$ cat src/rtl/regfile_wb_arbiter_pkg.sv
// Shared register-file types and constants for the writeback arbiter.
// Optional read bypass in the top level is enabled with macro RF_BYPASS_EN.
package regfile_pkg;

  localparam int RF_AW    = 4;
  localparam int RF_DW    = 32;
  localparam int RF_NREGS = 16;

  typedef logic [RF_AW-1:0] rf_addr_t;
  typedef logic [RF_DW-1:0] rf_data_t;

  // Width of a requester index; at least one bit even for tiny counts.
  function automatic int idx_width(input int n);
    return (n > 2) ? $clog2(n) : 1;
  endfunction

endpackage

$ cat src/rtl/regfile_wb_arbiter_rr_arbiter.sv
// Round-robin arbiter: combinational grant, registered priority pointer.
// Grants only while hold is low and reset is released.
module rr_arbiter
  import regfile_pkg::*;
#(
  parameter int NREQ = 2,
  localparam int GW  = idx_width(NREQ)
) (
  input  logic            clk,
  input  logic            rst,
  input  logic [NREQ-1:0] req,
  input  logic            hold,
  output logic [NREQ-1:0] grant,
  output logic [GW-1:0]   grant_idx,
  output logic            grant_any
);

  logic [GW-1:0] rr_ptr;
  logic [GW:0]   cand;

  // Scan rr_ptr, rr_ptr+1, ... modulo NREQ and pick the first valid request.
  always_comb begin
    grant_any = 1'b0;
    grant_idx = '0;
    cand      = '0;
    if (!rst && !hold) begin
      for (int k = 0; k < NREQ; k++) begin
        cand = {1'b0, rr_ptr} + (GW+1)'(k);
        if (cand >= (GW+1)'(NREQ)) begin
          cand = cand - (GW+1)'(NREQ);
        end
        if (!grant_any && req[cand[GW-1:0]]) begin
          grant_any = 1'b1;
          grant_idx = cand[GW-1:0];
        end
      end
    end
  end

  // One-hot grant derived from the winning index.
  for (genvar gi = 0; gi < NREQ; gi++) begin : g_onehot
    assign grant[gi] = grant_any && (grant_idx == GW'(gi));
  end

  // Pointer moves just past the winner after every transfer, otherwise holds.
  always_ff @(posedge clk) begin
    if (rst) begin
      rr_ptr <= '0;
    end else if (grant_any) begin
      rr_ptr <= (grant_idx == GW'(NREQ - 1)) ? '0 : grant_idx + 1'b1;
    end
  end

endmodule

$ cat src/rtl/regfile_wb_arbiter.sv
// Writeback arbiter: shares one register-file write port among NREQ requesters
// with round-robin grant and a single registered output stage.
// Define RF_BYPASS_EN to add two combinational write-to-read bypass ports.
module regfile_wb_arbiter
  import regfile_pkg::*;
#(
  parameter int NREQ = 2,
  parameter int AW   = RF_AW,
  parameter int DW   = RF_DW,
  localparam int GW  = idx_width(NREQ)
) (
  input  logic              clk,
  input  logic              rst,
  input  logic [NREQ-1:0]   req_valid,
  output logic [NREQ-1:0]   req_ready,
  input  logic [NREQ*AW-1:0] req_addr,
  input  logic [NREQ*DW-1:0] req_data,
  input  logic              hold,
  output logic              wport_enable,
  output logic [AW-1:0]     wport_addr,
  output logic [DW-1:0]     wport_data,
  output logic [2**AW-1:0]  pending_mask,
`ifdef RF_BYPASS_EN
  input  logic [AW-1:0]     rport1_addr,
  input  logic [AW-1:0]     rport2_addr,
  input  logic [DW-1:0]     rf_rport1_data,
  input  logic [DW-1:0]     rf_rport2_data,
  output logic [DW-1:0]     rport1_data,
  output logic [DW-1:0]     rport2_data,
`endif
  output logic [GW-1:0]     grant_id
);

  logic [NREQ-1:0] grant;
  logic [GW-1:0]   grant_idx;
  logic            grant_any;
  logic [AW-1:0]   addr_arr [NREQ];
  logic [DW-1:0]   data_arr [NREQ];

  rr_arbiter #(.NREQ(NREQ)) u_arb (
    .clk       (clk),
    .rst       (rst),
    .req       (req_valid),
    .hold      (hold),
    .grant     (grant),
    .grant_idx (grant_idx),
    .grant_any (grant_any)
  );

  // Ready is the grant itself: independent of request address and data.
  assign req_ready = grant;

  // Unpack the per-requester address and data lanes.
  for (genvar gi = 0; gi < NREQ; gi++) begin : g_unpack
    assign addr_arr[gi] = req_addr[gi*AW +: AW];
    assign data_arr[gi] = req_data[gi*DW +: DW];
  end

  // Output stage: load the winner on a transfer, otherwise just drop enable.
  always_ff @(posedge clk) begin
    if (rst) begin
      wport_enable <= 1'b0;
      wport_addr   <= '0;
      wport_data   <= '0;
      grant_id     <= '0;
    end else begin
      wport_enable <= grant_any;
      if (grant_any) begin
        wport_addr <= addr_arr[grant_idx];
        wport_data <= data_arr[grant_idx];
        grant_id   <= grant_idx;
      end
    end
  end

  // In-flight write indicator: one-hot of the address held in the output stage.
  for (genvar gi = 0; gi < 2**AW; gi++) begin : g_pending
    assign pending_mask[gi] = wport_enable && (wport_addr == AW'(gi));
  end

`ifdef RF_BYPASS_EN
  // Forward the write being committed this cycle to matching read ports.
  assign rport1_data = (wport_enable && (rport1_addr == wport_addr)) ? wport_data : rf_rport1_data;
  assign rport2_data = (wport_enable && (rport2_addr == wport_addr)) ? wport_data : rf_rport2_data;
`endif

endmodule

$ cat config.mk
export PLATFORM = sky130hd
export DESIGN_NAME = regfile_wb_arbiter
export DESIGN_NICKNAME = d
export VERILOG_FILES = /design/src/rtl/regfile_wb_arbiter_pkg.sv /design/src/rtl/regfile_wb_arbiter_rr_arbiter.sv /design/src/rtl/regfile_wb_arbiter.sv
export SDC_FILE = /design/constraint.sdc
export NUM_CORES = 1
export LEC_CHECK = 0
export ABC_AREA = 1
export BUFFER_PORTS_ARGS = -buffer_cell sky130_fd_sc_hd__buf_2
export CORE_MARGIN = 1
export CORE_UTILIZATION = 43
export DETAILED_ROUTE_END_ITERATION = 12
export PLACE_DENSITY = 0.76
export SYNTH_ARGS = -nofsm -noshare
export SYNTH_HDL_FRONTEND = slang
export SYNTH_HIERARCHICAL = 1
export SYNTH_SLANG_ARGS = --single-unit
$ cat constraint.sdc
create_clock -name clk -period 1.6 [get_ports clk]
set_input_delay 0.08 -clock clk [delete_from_list [all_inputs] [get_ports clk]]
set_output_delay 0.08 -clock clk [all_outputs]
set_load 0.01 [all_outputs]
; ---- After elaboration in Yosys (flattened, before gate mapping)
; Index checks and enable logic that the tools add are counted.
[word_totals]
regBits = 39
in_bits = 77
word_cells = 77
[classes]
addsub = 4
magnitude_cmp = 5
eq_ne = 15
mux = 22
n_bitwise = 2
n_reduce_logical = 24
[ops]
columns = cell, count
row1 = 32-bit two-way mux, 3
row2 = 4-bit equality test (second input constant), 8
row3 = 1-bit logical AND, 20
row4 = 4-bit by 3-bit equality test with 1-bit output (second input constant), 4
row5 = 1-bit two-way mux, 16
row6 = 4-bit two-way mux, 3
row7 = 4-bit by 2-bit equality test with 1-bit output (second input constant), 2
row8 = 4-bit by 1-bit equality test with 1-bit output (second input constant), 1
row9 = 2-bit >= comparator (second input constant), 2
row10 = 4-bit logical NOT, 1
row11 = 1-bit by 2-bit less-than comparator with 1-bit output (second input constant), 2
row12 = 1-bit logical NOT, 3
row13 = 1-bit by 1-bit adder with 2-bit output (second input constant), 1
row14 = 1-bit by 2-bit >= comparator with 1-bit output (second input constant), 1
row15 = 1-bit inverter with 2-bit output, 1
row16 = 1-bit subtractor (second input constant), 2
row17 = 1-bit adder (second input constant), 1
row18 = 1-bit inverter, 1

; ---- Longest topological paths before layout
[logic_depth]
depth_word = 15
mapped_depth = 10

; ---- Cells and area by module
; Netlist, hierarchy kept.
[modules_own_cells]
columns = module, instances, cells_each, area_per_inst_um2
row1 = regfile_wb_arbiter, 1, 344, 2044.5
row2 = rr_arbiter, 1, 20, 111.4

; ---- Worst setup path before layout
; No wires, ideal clock.
[synth_timing]
kind = reg2reg
start = register u_arb.rr_ptr
end = register wport_data[12]
arrival_time_ps = 1039
required_ps = 1483
setup_slack_ps = 444
stages_incl_launch_ff = 10
synth_period_minus_slack_ps = 1156
cell_sequence = dfxtp_1 -> inv_1 -> nand2_1 -> nand2_1 -> nor2_1 -> buf_6 -> buf_4 -> nor2_1 -> nor2_1 -> nor2_1
[synth_via]
elab_chain_cells = 15
word_cells_on_any_way = 26
cone_classes = 3 x add/sub / 2 x order compare / 18 x mux / 1 x bitwise / 2 x reduce/logical
[synth_rtl]
columns = element, line
row1 = from (decl), regfile_wb_arbiter_rr_arbiter.sv:18  ; logic [GW-1:0] rr_ptr;
row2 = from (signal assigned), regfile_wb_arbiter_rr_arbiter.sv:50  ; rr_ptr <= (grant_idx == GW'(NREQ - 1)) ? '0 : grant_idx + 1'b1;
row3 = 1-bit by 2-bit >= comparator with 1-bit output or 1-bit subtractor (tied branches), "regfile_wb_arbiter_rr_arbiter.sv:29, regfile_wb_arbiter_rr_arbiter.sv:30"
row4 = 1-bit two-way mux, regfile_wb_arbiter_rr_arbiter.sv:29  ; if (cand >= (GW+1)'(NREQ)) begin
row5 = 1-bit two-way mux, regfile_wb_arbiter_rr_arbiter.sv:26  ; if (!rst && !hold) begin
row6 = 1-bit two-way mux (not written as such) (2 in series), regfile_wb_arbiter_rr_arbiter.sv:32  ; if (!grant_any && req[cand[GW-1:0]]) begin
row7 = 1-bit two-way mux, regfile_wb_arbiter_rr_arbiter.sv:32
row8 = 1-bit two-way mux, regfile_wb_arbiter_rr_arbiter.sv:26
row9 = 1-bit logical NOT, regfile_wb_arbiter_rr_arbiter.sv:32
row10 = 1-bit logical AND, regfile_wb_arbiter_rr_arbiter.sv:32
row11 = 1-bit two-way mux (*), regfile_wb_arbiter_rr_arbiter.sv:32
row12 = 1-bit two-way mux (*), regfile_wb_arbiter_rr_arbiter.sv:26
row13 = net grant_idx, regfile_wb_arbiter.sv:35  ; logic [GW-1:0] grant_idx;
row14 = 1-bit inverter with 2-bit output (not written as such) (*), regfile_wb_arbiter.sv:70  ; wport_data <= data_arr[grant_idx];
row15 = 32-bit two-way mux (not written as such) (*) (3 in series), regfile_wb_arbiter.sv:70
row16 = to (signal assigned), regfile_wb_arbiter.sv:70
row17 = to (decl), regfile_wb_arbiter.sv:21  ; output logic [DW-1:0] wport_data,
; Mark *: on every way through the listed nets, which the timed path passes. The rest lies on a longest branch. The select of a mux whose other input is x is not followed.
; A chain may end at the register's enable or synchronous reset.

; ---- Worst setup path in the final report
[layout_timing]
start = register wport_addr[1]
end = output port pending_mask[14]
[layout_via]
elab_chain_cells = 2
[layout_rtl]
columns = element, line
row1 = from (decl), regfile_wb_arbiter.sv:20  ; output logic [AW-1:0] wport_addr,
row2 = from (signal assigned), regfile_wb_arbiter.sv:69  ; wport_addr <= addr_arr[grant_idx];
row3 = 4-bit equality test, regfile_wb_arbiter.sv:78  ; assign pending_mask[gi] = wport_enable && (wport_addr == AW'(gi));
row4 = 1-bit logical AND, regfile_wb_arbiter.sv:78
row5 = to (decl), regfile_wb_arbiter.sv:22  ; output logic [2**AW-1:0] pending_mask,
; No other way between the ends.

==> run metrics <==
Die Footprint 5300 um2; Fillers 492; footprint of the multi-input gates 1050 um2; CP bufs+invs 2; CTS max path bufs 2; clk slew on worst S/H paths ~0.07 ns; CTS tree built; Routed WL 5.02 mm; CP peak stage delay 0.41 ns; initial antenna violation count 0; final setup fails 0; Reg2Reg Setup Slack between 0.3 and 0.4 ns; r2r worst-path depth 8; CP max stage cell dfxtp_1; post-route minimum period approximately 1.3 ns; largest family of logic cells by synthesized area simple AND/OR/NAND/NOR gates; Setup crit end kind output port; Slew Viols, Final 0; dominant cell by count in the synthesized netlist nor2_1; vias per inst 4.41; Post-synth EDFFs 0; type of origin of the critical path register; Post-Synth XOR/XNOR Area 0%; # DRC 0; Synth Area in Adders 0%; DRT Pass-1 Iters 5; # rows 25; Post-Syn Instances about 360; clk_lat worst skew approximately 0.28 ns; HP Start rst; Layout area overhead 33.5%; Crit path max-delay family flip-flops; CTS resizes 0; die width between 70 and 80 um; worst-path maximum fanout 5; CTS root buf clkbuf_8; DR vias ~2400; sequential cell area fraction in the yosys report between 30% and 40%; number of global-route vias before repair between 2000 and 2500; layout cells sized above 1 30.6%; maximum VDD drop 469 uV; Netlist cell types 16; Post-CTS Setup Repair Bufs 0; die boundary height about 73 um; post-synthesis compound-gate area fraction ~9%; grt total ovfl 0; Critical Path Sink pending_mask[14]; Highest Clock Rate 761 MHz; simple-gate share of the synthesized area 39.3%; Syn Area/Cell 5.92 um2; final period utilization 82.2%; Max-Slew Margin vs Limit about two thirds; Clock Sinks 39; mapped cell area roughly 2200 um2; leakage 1.63 nW; Antenna Nets Post-Route 0; WL/cell between 9 and 10 um; R2R Path End wport_data[10]$_SDFFE_PP0P_; hold-fix buffers at CTS 0; Starting DRT DRC Count roughly 130; Final #Nets between 500 and 600; Primary FF master, synth dfxtp_1; Pwr per Cell Area 731 nW/um2; WP depth 5; most used cell along the critical path nor2_1; Worst Tran Pin Value approximately 0.52 ns; post-synth top area share between 30% and 40%; first-pass GRT wire length ~8.2 mm; post-route setup TNS 0 ns; worst path cell trace inv_1, nor2_1, nand2_1, nor2_1, buf_2; most frequent cells after synthesis nor2_1, nand2_1, inv_1, dfxtp_1, o21ai_0; Port Buffers 132; required time worst endpoint ~1.5 ns; Tot GR Track Use roughly 19%; core area 4790 um2; synth top area cells dfxtp_1, nor2_1, nand2_1; Detail Placement HPWL roughly 3.7 mm; critical setup path kind register to output port; starting density of the core 45.0%; Final Skew 0.00782 ns; fin util between 60% and 70%; RSZ-0062 raised after global routing no; post-synth top area cell dfxtp_1; RR Startpoint u_arb/rr_ptr$_SDFFE_PP0P_; # diodes 0; Critical Path AT around 1.2 ns; Ports ~130; Register Area about 800 um2; total CTS buffers 5; HP Class input port to register; crit path launch wport_addr[1]$_SDFFE_PP0P_; mux contribution to synthesized area 0%; Placer Congestion roughly 0.75; yosys warns 6; largest net degree at the start of global routing 49; #FFs+latches synth 39; syn nets around 440; Async SR Flop Fraction 0%; hold depth 2; max-cap check violation count 0; Hold Fails Final Rpt 0; # H-tree levels 2; status completed
## worst min-delay path by stage
stage | end | slack, ns
global route | u_arb/rr_ptr$_SDFFE_PP0P_ | 0.02
finish | u_arb/rr_ptr$_SDFFE_PP0P_ | 0.02
CTS | u_arb/rr_ptr$_SDFFE_PP0P_ | 0.01
floorplan | u_arb/rr_ptr$_SDFFE_PP0P_ | 0.14
global placement | u_arb/rr_ptr$_SDFFE_PP0P_ | 0.31
detailed placement | u_arb/rr_ptr$_SDFFE_PP0P_ | 0.32
## sequential cells by signal, summed over array words and instances (netlist names)
name,flops
wport_data,32
wport_enable,1
wport_addr,4
u_arb/rr_ptr,1
grant_id,1
## report_power, final
group / switching, mW / leakage, nW / internal (mW)
logic: 0.233 / 1.27 / 0.194
clock network: 0.318 / 0.0371 / 0.291
registers: 0.0342 / 0.321 / 1.03
## area by class of cell
| cell class | count | share of cell area (%) |
|---|---|---|
| multi-input cells | 259 | 36.4 |
| flip-flops and latches | 39 | 27.1 |
| repair buffers | 136 | 24.9 |
| inverters | 47 | 6.13 |
| well taps | 67 | 2.91 |
| clock buffers | 6 | 2.52 |
## logic make-up (layout without fill, tap and decap cells)
kind of cell,Yosys count,count (layout)
simple gates,221,221
buf+inv,66,189
flops,39,39
compound gates,38,38
## layer usage
metal | global-route usage [%] | wire length [um] | share of wire [%]
met4 | 4.58 | 42 | 0.84
met3 | 6.35 | 404 | 8.0
met5 | 0 | 0 | 0
met1 | 23.0 | 2290 | 46
met2 | 33.6 | 2280 | 45
## placed cells by master (no fill, tap or decap)
cell type  count
clkbuf_1       1
buf_12         2
nor2_2         1
nand3_1        2
clkbuf_8       5
nand2_1       83
o21ai_0       29
inv_2          2
nor2_1       131
dfxtp_1       39
buf_2        132
inv_1         45
buf_4          2
o21ai_1        8
a21oi_2        1
nand2_2        2
nor2_4         2
## metrics by stage
step | power [mW] | hold WS (ns) | std cells | area [um2] | setup WS (ns)
finish | 2.10 | 0.0201 | 554 | 2880 | 0.285
global route | 2.23 | 0.0203 | 554 | 2880 | 0.164
CTS | 2.13 | 0.00950 | 554 | 2880 | 0.296
detailed placement | 1.52 | 0.318 | 548 | 2810 | 0.331
global placement | 1.51 | 0.311 | 548 | 2810 | 0.366
floorplan | 1.34 | 0.142 | 364 | 2160 | 0.444
No activity file was read; power rests on OpenSTA's default activity.
